===== config.mk =====
export PLATFORM = sky130hd
export DESIGN_NAME = pic_ack_sequencer
export DESIGN_NICKNAME = d
export VERILOG_FILES = /design/src/rtl/pic_pkg.sv /design/src/rtl/pic_rot_prio_enc.sv /design/src/rtl/pic_ack_sequencer.sv
export SDC_FILE = /design/constraint.sdc
export NUM_CORES = 1
export LEC_CHECK = 0
export BUFFER_PORTS_ARGS = -buffer_cell sky130_fd_sc_hd__buf_4
export CELL_PAD_IN_SITES_DETAIL_PLACEMENT = 0
export CELL_PAD_IN_SITES_GLOBAL_PLACEMENT = 1
export CORE_ASPECT_RATIO = 1.4
export CORE_MARGIN = 10
export CORE_UTILIZATION = 45
export CTS_BUF_LIST = sky130_fd_sc_hd__clkbuf_4 sky130_fd_sc_hd__clkbuf_8 sky130_fd_sc_hd__clkbuf_16
export DETAILED_ROUTE_END_ITERATION = 8
export HOLD_SLACK_MARGIN = 0.06
export PLACE_DENSITY_LB_ADDON = 0.12
export SETUP_SLACK_MARGIN = 0.05
export SLEW_MARGIN = 15
export SYNTH_ARGS = -nofsm -noshare
export SYNTH_HDL_FRONTEND = slang
export SYNTH_HIERARCHICAL = 1
export SYNTH_SLANG_ARGS = --single-unit

===== constraint.sdc =====
create_clock -name clk -period 10.77 [get_ports clk]
set_input_delay 0.5385 -clock clk [delete_from_list [all_inputs] [get_ports clk]]
set_output_delay 0.5385 -clock clk [all_outputs]
set_load 0.01 [all_outputs]

===== src/rtl/pic_pkg.sv =====
// Shared constants and the rotating find-first helper for the PIC acknowledge core.
package pic_pkg;

  localparam int unsigned NUM_IR       = 8;
  localparam logic [2:0]  SPURIOUS_LVL = 3'd7;

  localparam logic [1:0] IDLE  = 2'd0;
  localparam logic [1:0] ACK1  = 2'd1;
  localparam logic [1:0] WAIT2 = 2'd2;
  localparam logic [1:0] ACK2  = 2'd3;

  // Returns {found, level}. Priority starts at lowest+1 and wraps upward.
  function automatic logic [3:0] rot_first(input logic [7:0] vec, input logic [2:0] lowest);
    logic [3:0] res;
    logic [2:0] idx;
    res = {1'b0, SPURIOUS_LVL};
    // Scan from lowest priority up so the highest-priority hit is written last.
    for (int i = 8; i >= 1; i--) begin
      idx = lowest + 3'(i);
      if (vec[idx]) res = {1'b1, idx};
    end
    return res;
  endfunction

endpackage


===== src/rtl/pic_rot_prio_enc.sv =====
// Rotating priority find-first over eight request bits.
module pic_rot_prio_enc
  import pic_pkg::*;
(
  input  logic [NUM_IR-1:0] vec,
  input  logic [2:0]        lowest,
  output logic              found,
  output logic [2:0]        level
);

  assign {found, level} = rot_first(vec, lowest);

endmodule


===== src/rtl/pic_ack_sequencer.sv =====
// 8259-style interrupt core: IRR/ISR bookkeeping, priority resolution and
// the two-pulse INTA acknowledge sequence.
module pic_ack_sequencer
  import pic_pkg::*;
#(
  parameter int unsigned SYNC_STAGES = 2,
  parameter int unsigned VEC_BASE_W  = 5
) (
  input  logic                  clk,
  input  logic                  rst,
  input  logic [NUM_IR-1:0]     ir,
  input  logic [NUM_IR-1:0]     imr,
  input  logic                  ltim,
  input  logic                  aeoi,
  input  logic                  rotate,
  input  logic [VEC_BASE_W-1:0] vec_base,
  input  logic                  inta_n,
  input  logic                  eoi_valid,
  input  logic                  eoi_specific,
  input  logic [2:0]            eoi_level,
  output logic                  intr,
  output logic [VEC_BASE_W+2:0] vector,
  output logic                  vector_oe,
  output logic [NUM_IR-1:0]     irr,
  output logic [NUM_IR-1:0]     isr
);

  logic [SYNC_STAGES-1:0] sync_q;
  logic                   inta_prev_q;
  logic                   inta_s, ack_fall, ack_rise;

  logic [NUM_IR-1:0]     ir_q, ir_prev_q;
  logic [NUM_IR-1:0]     irr_q, irr_d, irr_clr;
  logic [NUM_IR-1:0]     isr_q, isr_d;
  logic [2:0]            lowest_q, lowest_d;
  logic [1:0]            state_q, state_d;
  logic [2:0]            lvl_q, lvl_d;
  logic                  spur_q, spur_d;
  logic                  armed_q, armed_d;
  logic                  int_q, int_d;
  logic [VEC_BASE_W+2:0] vector_q, vector_d;
  logic                  oe_q, oe_d;

  logic       req_found, svc_found, int_cond, accept;
  logic [2:0] req_lvl, svc_lvl, req_rank, svc_rank;

  assign inta_s   = sync_q[SYNC_STAGES-1];
  assign ack_fall = inta_prev_q & ~inta_s;
  assign ack_rise = ~inta_prev_q & inta_s;

  pic_rot_prio_enc u_req_enc (
    .vec    (irr_q & ~imr),
    .lowest (lowest_q),
    .found  (req_found),
    .level  (req_lvl)
  );

  pic_rot_prio_enc u_svc_enc (
    .vec    (isr_q),
    .lowest (lowest_q),
    .found  (svc_found),
    .level  (svc_lvl)
  );

  // Rank 0 is the highest priority under the current rotation.
  assign req_rank = req_lvl - lowest_q - 3'd1;
  assign svc_rank = svc_lvl - lowest_q - 3'd1;
  assign int_cond = req_found && (!svc_found || (req_rank < svc_rank));

  // An ack is only taken once INT has been offered since the last sequence, so stray
  // INTA pulses after reset are ignored while a withdrawn request still ends as spurious.
  assign accept = (state_q == IDLE) && ack_fall && (armed_q || int_q);

  always_comb begin
    isr_d    = isr_q;
    lowest_d = lowest_q;
    state_d  = state_q;
    lvl_d    = lvl_q;
    spur_d   = spur_q;
    armed_d  = armed_q;
    int_d    = 1'b0;
    vector_d = vector_q;
    oe_d     = oe_q;
    irr_clr  = '0;

    // EOI clears act on the pre-update ISR; the ack set below overrides them.
    if (eoi_valid) begin
      if (eoi_specific) begin
        isr_d[eoi_level] = 1'b0;
      end else if (svc_found) begin
        isr_d[svc_lvl] = 1'b0;
        if (rotate) lowest_d = svc_lvl;
      end
    end

    case (state_q)
      IDLE: begin
        if (accept) begin
          lvl_d   = req_found ? req_lvl : SPURIOUS_LVL;
          spur_d  = !req_found;
          armed_d = 1'b0;
          state_d = ACK1;
          if (req_found) begin
            isr_d[req_lvl] = 1'b1;
            if (!ltim) irr_clr[req_lvl] = 1'b1;
          end
        end else begin
          int_d   = int_cond;
          armed_d = armed_q | int_q;
        end
      end
      ACK1: begin
        if (ack_rise) state_d = WAIT2;
      end
      WAIT2: begin
        if (ack_fall) begin
          vector_d = {vec_base, lvl_q};
          oe_d     = 1'b1;
          state_d  = ACK2;
        end
      end
      ACK2: begin
        if (ack_rise) begin
          oe_d    = 1'b0;
          state_d = IDLE;
          if (aeoi && !spur_q) isr_d[lvl_q] = 1'b0;
          if (aeoi && rotate) lowest_d = lvl_q;
        end
      end
      default: state_d = IDLE;
    endcase

    // Edge set wins over the ack clear so a request arriving in the ack cycle is kept.
    if (ltim) irr_d = ir;
    else      irr_d = (irr_q & ~irr_clr) | (ir_q & ~ir_prev_q);
  end

  always_ff @(posedge clk or posedge rst) begin
    if (rst) begin
      sync_q      <= '1;
      inta_prev_q <= 1'b1;
      ir_q        <= '0;
      ir_prev_q   <= '0;
      irr_q       <= '0;
      isr_q       <= '0;
      lowest_q    <= 3'd7;
      state_q     <= IDLE;
      lvl_q       <= SPURIOUS_LVL;
      spur_q      <= 1'b0;
      armed_q     <= 1'b0;
      int_q       <= 1'b0;
      vector_q    <= '0;
      oe_q        <= 1'b0;
    end else begin
      sync_q      <= {sync_q[SYNC_STAGES-2:0], inta_n};
      inta_prev_q <= inta_s;
      ir_q        <= ir;
      ir_prev_q   <= ir_q;
      irr_q       <= irr_d;
      isr_q       <= isr_d;
      lowest_q    <= lowest_d;
      state_q     <= state_d;
      lvl_q       <= lvl_d;
      spur_q      <= spur_d;
      armed_q     <= armed_d;
      int_q       <= int_d;
      vector_q    <= vector_d;
      oe_q        <= oe_d;
    end
  end

  assign intr      = int_q;
  assign vector    = vector_q;
  assign vector_oe = oe_q;
  assign irr       = irr_q;
  assign isr       = isr_q;

endmodule

==> run summary, run 1 <==
Outcome = finished, final reports clean
Final Skew = 4.091 ps
RSZ-0062 raised after global routing = no
PD cells = 312.8 nW/um2
Least-Margin Pin Slew = 776.2 ps
Core Area = 9459 um2
Overall power = 0.001566 W
Sequential fraction of the synthesis area = 0.3192
Synth cell types = 71
Final #Nets = 537
DP Area = 4835 um2
Hold path start = inta_n
Peak Freq = 201.1 MHz
Slew Limit Fails = 0
Initial core utilization = 0.4595
Cell Int Power = 0.0008490 W
EDFF count, synth = 0
Switch Pwr = 0.0007175 W
Vias in the first global route = 3724
DRC violations left = 0
Slew margin rel. = 0.4826
Fillers = 884
# H-tree levels = 2
Mapped Area = 4347 um2
Most used DFF post-synth = dfrtp_1
Switching Fraction = 0.4580
Total wire length = 11120 um
Critical setup path kind = register to register
Vias = 3604
Clk root buf = clkbuf_16
Startpoint Class = register
Die height = 136.3 um
Largest net degree at the start of global routing = 56
Post-CTS Setup Bufs = 0
Max_cap viols = 0
Peak fanout along the critical path = 33
Required @ worst endpoint = 11000 ps
Synth-to-Final Area Change = 15.20%
CTS Buffer Depth = 2
GRT overflow = 0
Hold crit path type = input pin to register
PortBufs = 57
Post-CTS resize count = 0
DR vias/cell = 5.997
Flop pwr share = 0.218
Io pins = 58
Die Area = 14050 um2
DRT iter0 DRCs = 116
Design Area, Final = 5007 um2
Final period util = 0.4618
Cell Chain, Critical Path = inv_1 > ha_1 > mux4_2 > mux2_4 > o32ai_4 > nand2_1 > a31o_1 > a22oi_2 > inv_1 > fa_1 > xnor2_1 > xnor2_1 > ha_1 > a21o_1 > a21oi_1
Clock slew seen by the registers of the worst setup and hold paths = 70 ps
Core Rows = 42
Crit. Startpoint = lowest_q[1]
Seq cells post-synth = 55
Biggest cell delay along the critical path = 950 ps
Total CTS buffers = 5
Hold Fails Final Rpt = 0
Final HPWL DP = 8603 um
# hold bufs at CTS = 0
Antenna Violating Nets Remaining = 0
Min Clock Period, post-route = 4974 ps
Horiz. Die Dim = 103.1 um
Sequential Area = 1388 um2
TritonCTS clock tree = yes
Share of cells above drive strength 1 = 0.2525
Post-Synthesis Mean Instance Area = 9.812 um2
Placer Congestion = 0.8637
Multi-input gate area = 2773 um2
Clock power share = 0.119
Post-Syn Nets = 490
P_leak = 2.216 nW
Setup TNS Final = 0 ps
Post-Syn Instances = 443
Setup violations, final = 0
Async SR Flop Fraction = 1.000
Worst Path Buf+Inv = 2
Synthesis Warnings = 6
ANT cells = 0
CP max stage cell = dfstp_2
WP data arrival = 5200 ps
WL/cell = 18.51 um
CP top delay family = adder cells
CTS sink cnt = 55
GRT Total Usage = 0.1627
Worst vdd ir = 0.1708 mV
Initial antenna violation count = 0
Global-route wire length before repair = 18460 um
Endpoint type of the worst setup path = register
1st-pass router iterations = 5
Reg-to-Reg Start = lowest_q[1]
Worst-Skew Late Latency = 300 ps
Combinational Power Share = 0.663
## worst paths after layout
path / cells after the start / slack [ps] / end
min reg2reg: 0 / 360 / sync_q[1]
max in group asynchronous: 3 / 9900 / isr[4]
max reg2reg: 15 / 5800 / intr
min: 1 / 340 / sync_q[0]
min in group asynchronous: 3 / 430 / ir_prev_q[1]
max: 15 / 5800 / intr
## power by group through the flow
stage / combinational, W / clock (W) / sequential [W]
2_1_floorplan: 0.000826 / 0 / 0.000318
3_3_place_gp: 0.00102 / 0 / 0.000342
3_5_place_dp: 0.00104 / 0 / 0.000345
4_1_cts: 0.00104 / 0.000193 / 0.000342
5_1_grt: 0.00116 / 0.000200 / 0.000354
6_report: 0.00104 / 0.000187 / 0.000341
## worst reg2reg max path, stage by stage (launching register included)
cell	delay [ps]
dfstp_2	950
inv_1	310
ha_1	560
mux4_2	440
mux2_4	300
o32ai_4	220
nand2_1	80
a31o_1	230
a22oi_2	320
inv_1	180
fa_1	430
xnor2_1	150
xnor2_1	200
ha_1	260
a21o_1	150
a21oi_1	120
## cell families (layout without fill, tap and decap cells)
kind of cell / count (synthesis) / in the layout / share of synthesized area
mux: 59 / 59 / 0.1860
compound gates: 129 / 129 / 0.2191
fa+ha+maj: 15 / 15 / 0.04663
simple gates: 134 / 134 / 0.1701
flops: 55 / 55 / 0.3192
xor+xnor: 8 / 8 / 0.01612
buf+inv: 43 / 91 / 0.04289
## cell type report
class / instances / area share
tap: 110 / 0.02749
sequential: 55 / 0.2771
inverter: 23 / 0.01724
clock buffer: 5 / 0.02499
timing repair buffer: 60 / 0.08996
clock inverter: 3 / 0.009495
multi-input combinational: 345 / 0.5537
## metrics by stage
step           cells  utilization  worst slack [ps]  hold slack, ps
6_report         601       0.5294              5796           342.7
5_1_grt          601       0.5294              5398           340.3
4_1_cts          601       0.5294              5779           337.3
3_5_place_dp     593       0.5111              5793           349.1
3_3_place_gp     593       0.5111              5904           348.0
2_1_floorplan    443            -              6447           345.2
## cells in the final DEF, fill, tap and decap left out, types with 3 or more instances in the layout
cell        n
buf_4      60
dfrtp_1    46
nand2_1    32
a21oi_1    29
nor2_1     26
o21ai_0    25
nor2b_1    23
inv_1      22
mux2i_1    21
mux2_2     17
nand2b_1   13
ha_1       13
mux4_2     12
dfstp_2     9
o31a_1      6
nor4_1      6
o21ai_1     6
nand3b_1    5
o221ai_1    5
a21o_1      5
o21a_1      5
xnor2_1     5
a31oi_1     5
clkbuf_16   5
nor3_1      4
a211oi_1    4
a32oi_1     4
nand4b_1    3
or3_1       3
a21boi_1    3
a32o_1      3
xor2_1      3
mux2_1      3
## layer usage
metal | share of wire | track usage | up-vias
li1 | - | - | 1742
met1 | 0.41 | 0.1817 | 1785
met2 | 0.54 | 0.3034 | 63
met3 | 0.028 | 0.02388 | 14
met4 | 0.019 | 0.05116 | 0
met5 | 0 | 0 | -
## sequential cells by signal, summed over array words and instances, names as in the netlist
register     cells
vector           8
inta_prev_q      1
spur_q           1
sync_q           2
state_q          2
lvl_q            3
irr              8
isr              8
ir_prev_q        8
intr             1
vector_oe        1
armed_q          1
lowest_q         3
ir_q             8
## cell usage after synthesis (all sizes together) (3+ instances only)
master  count  area, um2
nor4        6      37.54
xnor2       5      43.79
buf         7      51.30
nand3b      5      37.54
nor2b      23      143.9
o21ai      31      155.2
a31oi       5      31.28
mux4       12      270.3
mux2       22      255.2
inv        23      86.33
nor2       26      97.59
nand2      32      120.1
a21o        5      37.54
dfstp       9      236.5
a32o        3      30.03
a21oi      29      145.1
nand4b      3      26.28
mux2i      25      282.8
a21boi      3      22.52
a211oi      5      42.54
a32oi       4      35.03
xor2        3      26.28
o31a        6      52.55
clkbuf     13      48.80
nor3        4      20.02
a22oi       4      40.03
nand2b     13      81.33
o221ai      5      43.79
or3         3      18.77
or3b        3      28.78
ha         13      162.7
o21a        5      37.54
dfrtp      46       1151
Note: power is estimated with default switching activity, not from simulation.
==> inputs of run 2 (changes only) <==
CORE_UTILIZATION = 41   (was 45)
clock period = 4.1 ns   (was 10.77 ns; I/O delays follow)
==> run summary, run 2 (synthesis gave the netlist of run 1 again) <==
Vias = 3751
Clock slew seen by the registers of the worst setup and hold paths = 70 ps
RSZ-0062 raised after global routing = yes
Endpoint type of the worst setup path = register
Initial core utilization = 0.4200
PD cells = 833.7 nW/um2
Switch Pwr = 0.002025 W
Dpl cells = 642
CTS Buffer Depth = 2
Total wire length = 11830 um
Die Area = 15180 um2
Slew Limit Fails = 0
Overall power = 0.004601 W
Flop pwr share = 0.176
FF-to-FF End = intr
Total CTS buffers = 5
Placer Congestion = 0.8805
Die height = 141.8 um
DRT iter0 DRCs = 123
Slew margin rel. = 0.5400
Max_cap viols = 0
Global-route wire length before repair = 19020 um
Startpoint Class = register
Initial antenna violation count = 0
Worst vdd ir = 0.4848 mV
1st-pass router iterations = 4
Horiz. Die Dim = 107.0 um
Final std cells w/o fill = 679
Final HPWL DP = 9040 um
PortBufs = 57
Final WS setup = 184.7 ps
Fillers = 985
# H-tree levels = 2
GRT overflow = 0
Switching Fraction = 0.4401
Share of cells above drive strength 1 = 0.3327
DRC violations left = 0
Io pins = 58
Vias in the first global route = 3813
WL/cell = 17.43 um
Core Area = 10350 um2
Core Rows = 44
Hold Worst Slack = 98.77 ps
DR vias/cell = 5.524
P_leak = 2.443 nW
Required @ worst endpoint = 4320 ps
Clk root buf = clkbuf_16
Outcome = finished, final reports clean
Largest net degree at the start of global routing = 56
Register-to-Register Setup Slack = 180 ps
Most common cell after layout, fill and taps aside = buf_4
Least-Margin Pin Slew = 690.1 ps
Cell Int Power = 0.002577 W
Clock power share = 0.094
TritonCTS clock tree = yes
Combinational Power Share = 0.730
Peak Freq = 255.4 MHz
Most frequent cells in the layout = buf_4 (99), dfrtp_1 (46), nand2_1 (32)
GRT Total Usage = 0.1520
Setup violations, final = 0
ANT cells = 0
Final Skew = 6.174 ps
WP data arrival = 4130 ps
Final #Nets = 587
Reg-to-Reg Start = lowest_q[0]
R2R cell count = 16
Peak fanout along the critical path = 6
CTS sink cnt = 55
Worst slack, placed = 26.35 ps
Critical setup path kind = register to register
Min Clock Period, post-route = 3915 ps
Worst-Skew Late Latency = 290 ps
Final period util = 0.9549
Hold crit path type = input pin to async pin
Hold Fails Final Rpt = 0
Antenna Violating Nets Remaining = 0
Synth-to-Final Area Change = 26.97%
[run 2: changes by cell type in the layout (fill, tap and decap cells not counted), moves of 4 or more]
| cell | delta |
|---|---|
| inv_2 | +7 |
| inv_1 | -7 |
| dlygate4sd3_1 | +9 |
| ha_1 | -4 |
| buf_4 | +39 |
[run 2: worst max path at each step]
stage / end / startpoint / slack (ps) / depth (start not counted)
2_1_floorplan: intr / lowest_q[0] / -30 / 17
3_3_place_gp: intr / lowest_q[0] / 100 / 16
3_5_place_dp: intr / lowest_q[0] / 30 / 16
4_1_cts: intr / lowest_q[0] / 50 / 15
5_1_grt: intr / lowest_q[0] / 9 / 16
6_report: intr / lowest_q[0] / 180 / 16
[run 2: layout make-up]
type	instances	area [um2]	area share
multi-input cells	345	2849	0.5162
clock buffers	5	125.1	0.02267
flip-flops and latches	55	1388	0.2514
clock inverters	3	25.02	0.004534
well taps	138	172.7	0.03129
repair buffers	110	873.3	0.1582
inverters	23	86.33	0.01564
[run 2: stage by stage]
stage                     setup TNS, ps  utilization  area [um2]
after floorplan                  -32.58            -        4384
after global placement                0       0.4886        5057
after detailed placement              0       0.4886        5057
after CTS                             0       0.5139        5319
after global routing                  0       0.5332        5519
final                                 0       0.5332        5519
[run 2: critical path, stage by stage (launching register included)]
cell     delay, ps
dfstp_2        650
inv_2           70
ha_4           300
mux4_2         350
mux2i_4        220
or3b_1         380
a31oi_1        170
nor2_1          60
o31a_1         300
ha_2           180
inv_2           50
fa_1           400
inv_1           60
ha_1           220
a21o_1         160
a21o_1         150
a21oi_1        130
[run 2: power groups by stage]
stage,logic [W],clock network [W],registers [W]
6_report,0.00336,0.000431,0.000812
5_1_grt,0.00371,0.000471,0.000835
4_1_cts,0.00311,0.000444,0.000811
3_5_place_dp,0.00306,0,0.000819
3_3_place_gp,0.00303,0,0.000812
2_1_floorplan,0.00223,0,0.000836
[run 2: metal layers]
metal  wire (um)  track usage  vias to the layer above
met5           0            0                        -
met4         166      0.04360                        0
met3         356      0.02448                       12
met2        6476       0.2824                       53
met1        4834       0.1717                     1845
li1            -            -                     1841
[run 2: what timing repair did]
action                                  4_1_cts  5_1_grt
endpoints found under the setup margin        1        1
setup buffers                                 2       18
resized for setup                             2       16
endpoints found under the hold margin         9        0
hold buffers                                  9        0
pin swaps                                     0       12
